**config.mk**
```make
export PLATFORM = sky130hd
export DESIGN_NAME = reg_file_unit_flat
export DESIGN_NICKNAME = d
export VERILOG_FILES = /design/src/rtl/reg_file_unit_if.sv /design/src/rtl/reg_file_unit.sv /design/src/flat_wrapper.sv
export SDC_FILE = /design/constraint.sdc
export NUM_CORES = 1
export LEC_CHECK = 0
export CORE_MARGIN = 1.5
export CORE_UTILIZATION = 65
export CTS_CLUSTER_SIZE = 25
export DETAILED_ROUTE_END_ITERATION = 12
export GPL_ROUTABILITY_DRIVEN = 0
export PLACE_DENSITY = 0.87
export SYNTH_ARGS = -nofsm -noshare
export SYNTH_HDL_FRONTEND = slang
export SYNTH_SLANG_ARGS = --single-unit
```
**constraint.sdc**
```tcl
create_clock -name clk -period 7.2 [get_ports clk]
set_clock_uncertainty 0.05 [all_clocks]
set_input_delay 1.44 -clock clk [delete_from_list [all_inputs] [get_ports clk]]
set_output_delay 1.44 -clock clk [all_outputs]
set_load 0.05 [all_outputs]
```
**src/rtl/reg_file_unit_if.sv**
```systemverilog
// Register-file bus for reg_file_unit: two read ports, one write port and a lock port.
// The master side is the pipeline (decode/write-back) and the slave side is the register file.
interface reg_file_unit_if #(
    parameter int WORD_LENGTH = 32,
    parameter int NUM_REGS    = 16
);
    localparam int AW = $clog2(NUM_REGS);

    logic                   rd_en;
    logic [AW-1:0]          raddr_a;
    logic [AW-1:0]          raddr_b;
    logic [WORD_LENGTH-1:0] rdata_a;
    logic [WORD_LENGTH-1:0] rdata_b;
    logic                   busy_a;
    logic                   busy_b;
    logic                   we;
    logic [AW-1:0]          waddr;
    logic [WORD_LENGTH-1:0] wdata;
    logic                   lock_en;
    logic [AW-1:0]          lock_addr;
    logic                   any_pending;

    modport master (
        output rd_en, raddr_a, raddr_b, we, waddr, wdata, lock_en, lock_addr,
        input  rdata_a, rdata_b, busy_a, busy_b, any_pending
    );

    modport slave (
        input  rd_en, raddr_a, raddr_b, we, waddr, wdata, lock_en, lock_addr,
        output rdata_a, rdata_b, busy_a, busy_b, any_pending
    );
endinterface

```
**src/rtl/reg_file_unit.sv**
```systemverilog
// VCPU-32 general register file: two registered read ports with write bypass,
// hardwired-zero register 0 and a per-register pending scoreboard.
module reg_file_unit #(
    parameter int WORD_LENGTH = 32,
    parameter int NUM_REGS    = 16
) (
    input logic            clk,
    input logic            rst,
    reg_file_unit_if.slave bus
);
    localparam int AW = $clog2(NUM_REGS);

    logic [WORD_LENGTH-1:0] regs [NUM_REGS];
    logic [NUM_REGS-1:0]    pending;
    logic [NUM_REGS-1:0]    pending_nxt;
    logic                   wr_ok;
    logic                   lock_ok;
    logic                   wr_lock_hit;
    logic                   byp_a;
    logic                   byp_b;

    assign wr_ok       = bus.we && (bus.waddr != '0);
    assign lock_ok     = bus.lock_en && (bus.lock_addr != '0);
    assign wr_lock_hit = lock_ok && (bus.lock_addr == bus.waddr);
    assign byp_a       = wr_ok && (bus.waddr == bus.raddr_a);
    assign byp_b       = wr_ok && (bus.waddr == bus.raddr_b);

    // Lock is applied after the write clear so a same-cycle lock wins.
    always_comb begin
        pending_nxt = pending;
        if (wr_ok)
            pending_nxt[bus.waddr] = 1'b0;
        if (lock_ok)
            pending_nxt[bus.lock_addr] = 1'b1;
        pending_nxt[0] = 1'b0;
    end

    always_ff @(posedge clk) begin
        if (rst) begin
            for (int unsigned i = 0; i < NUM_REGS; i++)
                regs[i] <= '0;
            pending         <= '0;
            bus.rdata_a     <= '0;
            bus.rdata_b     <= '0;
            bus.busy_a      <= 1'b0;
            bus.busy_b      <= 1'b0;
            bus.any_pending <= 1'b0;
        end else begin
            if (wr_ok)
                regs[bus.waddr] <= bus.wdata;
            pending         <= pending_nxt;
            bus.any_pending <= |pending_nxt;

            if (bus.rd_en) begin
                if (byp_a) begin
                    bus.rdata_a <= bus.wdata;
                    bus.busy_a  <= wr_lock_hit;
                end else begin
                    bus.rdata_a <= regs[bus.raddr_a];
                    bus.busy_a  <= pending[bus.raddr_a];
                end
                if (byp_b) begin
                    bus.rdata_b <= bus.wdata;
                    bus.busy_b  <= wr_lock_hit;
                end else begin
                    bus.rdata_b <= regs[bus.raddr_b];
                    bus.busy_b  <= pending[bus.raddr_b];
                end
            end
        end
    end
endmodule

```
**src/flat_wrapper.sv**
```systemverilog
// flat-port wrapper written by rule: the top's interface ports become plain ports
module reg_file_unit_flat 
#(
    parameter int WORD_LENGTH = 32,
    parameter int NUM_REGS    = 16
)
  (clk, rst, bus_rd_en, bus_raddr_a, bus_raddr_b, bus_we, bus_waddr, bus_wdata, bus_lock_en, bus_lock_addr, bus_rdata_a, bus_rdata_b, bus_busy_a, bus_busy_b, bus_any_pending);
  reg_file_unit_if #(.WORD_LENGTH(WORD_LENGTH), .NUM_REGS(NUM_REGS)) bus_i ();
  input logic clk;
  input logic rst;
  input wire logic [$bits(bus_i.rd_en)-1:0] bus_rd_en;
  input wire logic [$bits(bus_i.raddr_a)-1:0] bus_raddr_a;
  input wire logic [$bits(bus_i.raddr_b)-1:0] bus_raddr_b;
  input wire logic [$bits(bus_i.we)-1:0] bus_we;
  input wire logic [$bits(bus_i.waddr)-1:0] bus_waddr;
  input wire logic [$bits(bus_i.wdata)-1:0] bus_wdata;
  input wire logic [$bits(bus_i.lock_en)-1:0] bus_lock_en;
  input wire logic [$bits(bus_i.lock_addr)-1:0] bus_lock_addr;
  output wire logic [$bits(bus_i.rdata_a)-1:0] bus_rdata_a;
  output wire logic [$bits(bus_i.rdata_b)-1:0] bus_rdata_b;
  output wire logic [$bits(bus_i.busy_a)-1:0] bus_busy_a;
  output wire logic [$bits(bus_i.busy_b)-1:0] bus_busy_b;
  output wire logic [$bits(bus_i.any_pending)-1:0] bus_any_pending;
  assign bus_i.rd_en = bus_rd_en;
  assign bus_i.raddr_a = bus_raddr_a;
  assign bus_i.raddr_b = bus_raddr_b;
  assign bus_i.we = bus_we;
  assign bus_i.waddr = bus_waddr;
  assign bus_i.wdata = bus_wdata;
  assign bus_i.lock_en = bus_lock_en;
  assign bus_i.lock_addr = bus_lock_addr;
  assign bus_rdata_a = bus_i.rdata_a;
  assign bus_rdata_b = bus_i.rdata_b;
  assign bus_busy_a = bus_i.busy_a;
  assign bus_busy_b = bus_i.busy_b;
  assign bus_any_pending = bus_i.any_pending;
  reg_file_unit #(.WORD_LENGTH(WORD_LENGTH), .NUM_REGS(NUM_REGS)) u_core (.clk(clk), .rst(rst), .bus(bus_i));
endmodule
```
==> metrics <==
gr usage total 0.3737; Worst path slowest cell clkdlybuf4s50_1; Synth area leaders edfxtp_1 (51%), mux4_2 (22%), and2_1 (9.9%); setup bufs post-CTS 0; die width 219.4 µm; Non-Filler Instances 2664; total negative slack 0 ns; Post-Syn Area 30440 µm²; Worst-Skew Late Latency 0.64 ns; Initial DRT Pass Iterations 7; Detailed Route WL 87360 µm; FP Rows 79; hold buffers post-CTS 0; DP HPWL 49150 µm; number of flops mapped to enable cells by yosys 512; Worst-path clk slew 0.06 ns; CP arrival 4.51 ns; Worst VDD drop 0.2291 mV; unrepaired setup endpoints after global routing no; fin crit period 4.063 ns; # nets final 2058; gr ovfl total 0; share of cells above drive strength 1 0.2328; area leader, netlist edfxtp_1; H-tree depth 2; die span in y 219.4 µm; clk buf depth 3; initial antenna violation count 8; Slew Viols, Final 0; register area 17020 µm²; final hold viol count 0; Peak Freq 246.1 MHz; Post-DRT Antenna Nets 0; DRC errors left 0; commonest non-fill, non-tap cells in the layout edfxtp_1 (512), and2_1 (480), mux4_2 (299); ys flop type edfxtp_1; multi-input logic area 12550 µm²; Mapped Cells 1937; status finished clean; Worst Setup Start Kind input pin; final setup violation count 0; CTS Buf Count 59; # fillers 2714; critical path class input pin to flop; Syn Area/Cell 15.72 µm²; routed vias/inst 7.309; die area 48140 µm²; I/O pin count 120; I/O Buffers 119; WP data required 7.64 ns; Tcrit/Tclk final 0.5644; CP endpoint kind flop; post-CTS sizing 0; Leakage 11.51 nW; post-placement cell count 2551; max cap viols 0; largest net degree at the start of global routing 90; slew margin rel. 0.2107; area growth from synthesis to layout 11.63%; Largest stage delay, worst path 0.84 ns; clk sink count 594; Routed WL per cell 32.79 µm; number of global-route vias before repair 19630; First DRT Iteration DRCs 3262; commonest non-fill, non-tap cell in the layout edfxtp_1; distinct cell type count after synthesis 51; worst-margin pin slew 1.184 ns; Seq/Total Area, Yosys 0.5590; crit-path max FO 19; Vias 19470; PwrDens 243.4 nW/µm²; synth warn 0; flops & latches, synth 594; initial core utilization 0.6567; Root Driver clkbuf_16; Core Util, Final 0.7330; Tightest Hold Check Type flop to flop; critical-path cell list clkdlybuf4s50_1, nor2b_1, nand3_1, nor2_2, buf_4, and2_1; Yosys top cell area share 0.5051; CORE AREA 46360 µm²; CTS tree built; first-pass GRT wire length 127800 µm; post-synthesis async set-or-reset flop share 0
## critical path, delay by kind of cell
family	cells	cell delay (ns)
buffers and inverters	2	1.33
and+or+nand+nor	4	1.72
## path summary, 6_finish.rpt
kind / from / end / slack (ns) / depth (start not counted)
hold reg to reg: u_core.bus.rdata_b[0] / u_core.bus.rdata_b[0] / 0.43 / 2
setup reg to reg: u_core.regs[3][23] / u_core.bus.rdata_b[23] / 5.38 / 4
hold / removal: u_core.bus.rdata_b[0] / u_core.bus.rdata_b[0] / 0.43 / 2
setup / recovery: bus_we / u_core.regs[7][26] / 3.14 / 6
## cells in the mapped netlist (3+ instances only)
master	n
edfxtp_1	512
and2_1	480
mux4_2	299
clkbuf_1	132
dfxtp_1	82
a22oi_1	68
o21ai_1	66
clkinv_1	65
mux4_1	27
nor2_1	27
buf_2	25
a21oi_1	12
nand2_1	12
nand2b_1	11
o21ai_0	11
buf_1	10
o21bai_1	10
buf_6	9
nand3_1	9
xnor2_1	9
buf_12	8
nor2b_1	7
nand3b_1	4
nand4_1	4
o211ai_1	3
## through the flow
stage	hold WS (ns)	worst slack (ns)	power (W)	area [µm²]
floorplan	0.4303	3.067	0.004861	30560
global placement	0.4154	2.772	0.005187	32080
detailed placement	0.4216	2.615	0.005233	32080
CTS	0.4390	3.245	0.008244	33970
global route	0.4651	3.106	0.008444	33970
finish	0.4328	3.137	0.008270	33980
## power breakdown
group	switching (W)	total [W]	internal (W)
logic	0.000618	0.00110	0.000484
registers	0.000132	0.00410	0.00396
clock network	0.00133	0.00307	0.00174
## cells by family after synthesis
family          share of synthesized area
buf+inv                           0.03933
mux                                0.2459
compound gates                    0.03814
flops                              0.5590
other cells                     0.0001232
xor+xnor                         0.003165
simple gates                       0.1143
## metal layers
layer | track usage | vias up | wire length [µm]
li1 | - | 7596 | -
met1 | 0.5048 | 9788 | 29350
met2 | 0.5764 | 1719 | 41180
met3 | 0.09369 | 357 | 12110
met4 | 0.1797 | 12 | 4624
met5 | 0 | - | 94
## registers in the layout, summed over array words and instances (netlist names)
| signal | flops |
|---|---|
| u_core.bus.rdata_b | 32 |
| u_core.bus.busy_b | 1 |
| u_core.pending | 15 |
| u_core.bus.busy_a | 1 |
| u_core.bus.rdata_a | 32 |
| u_core.regs | 512 |
| u_core.bus.any_pending | 1 |
## final cells by class
cell class                      count  area share
Antenna cell                        4   0.0002946
Sequential cell                   594      0.5008
Timing Repair Buffer              163     0.04441
Inverter                           66    0.007290
Clock buffer                       74     0.04695
Multi-Input combinational cell   1121      0.3692
Tap cell                          607     0.02235
Clock inverter                     35    0.008763
Note: power is estimated with default switching activity, not from simulation.
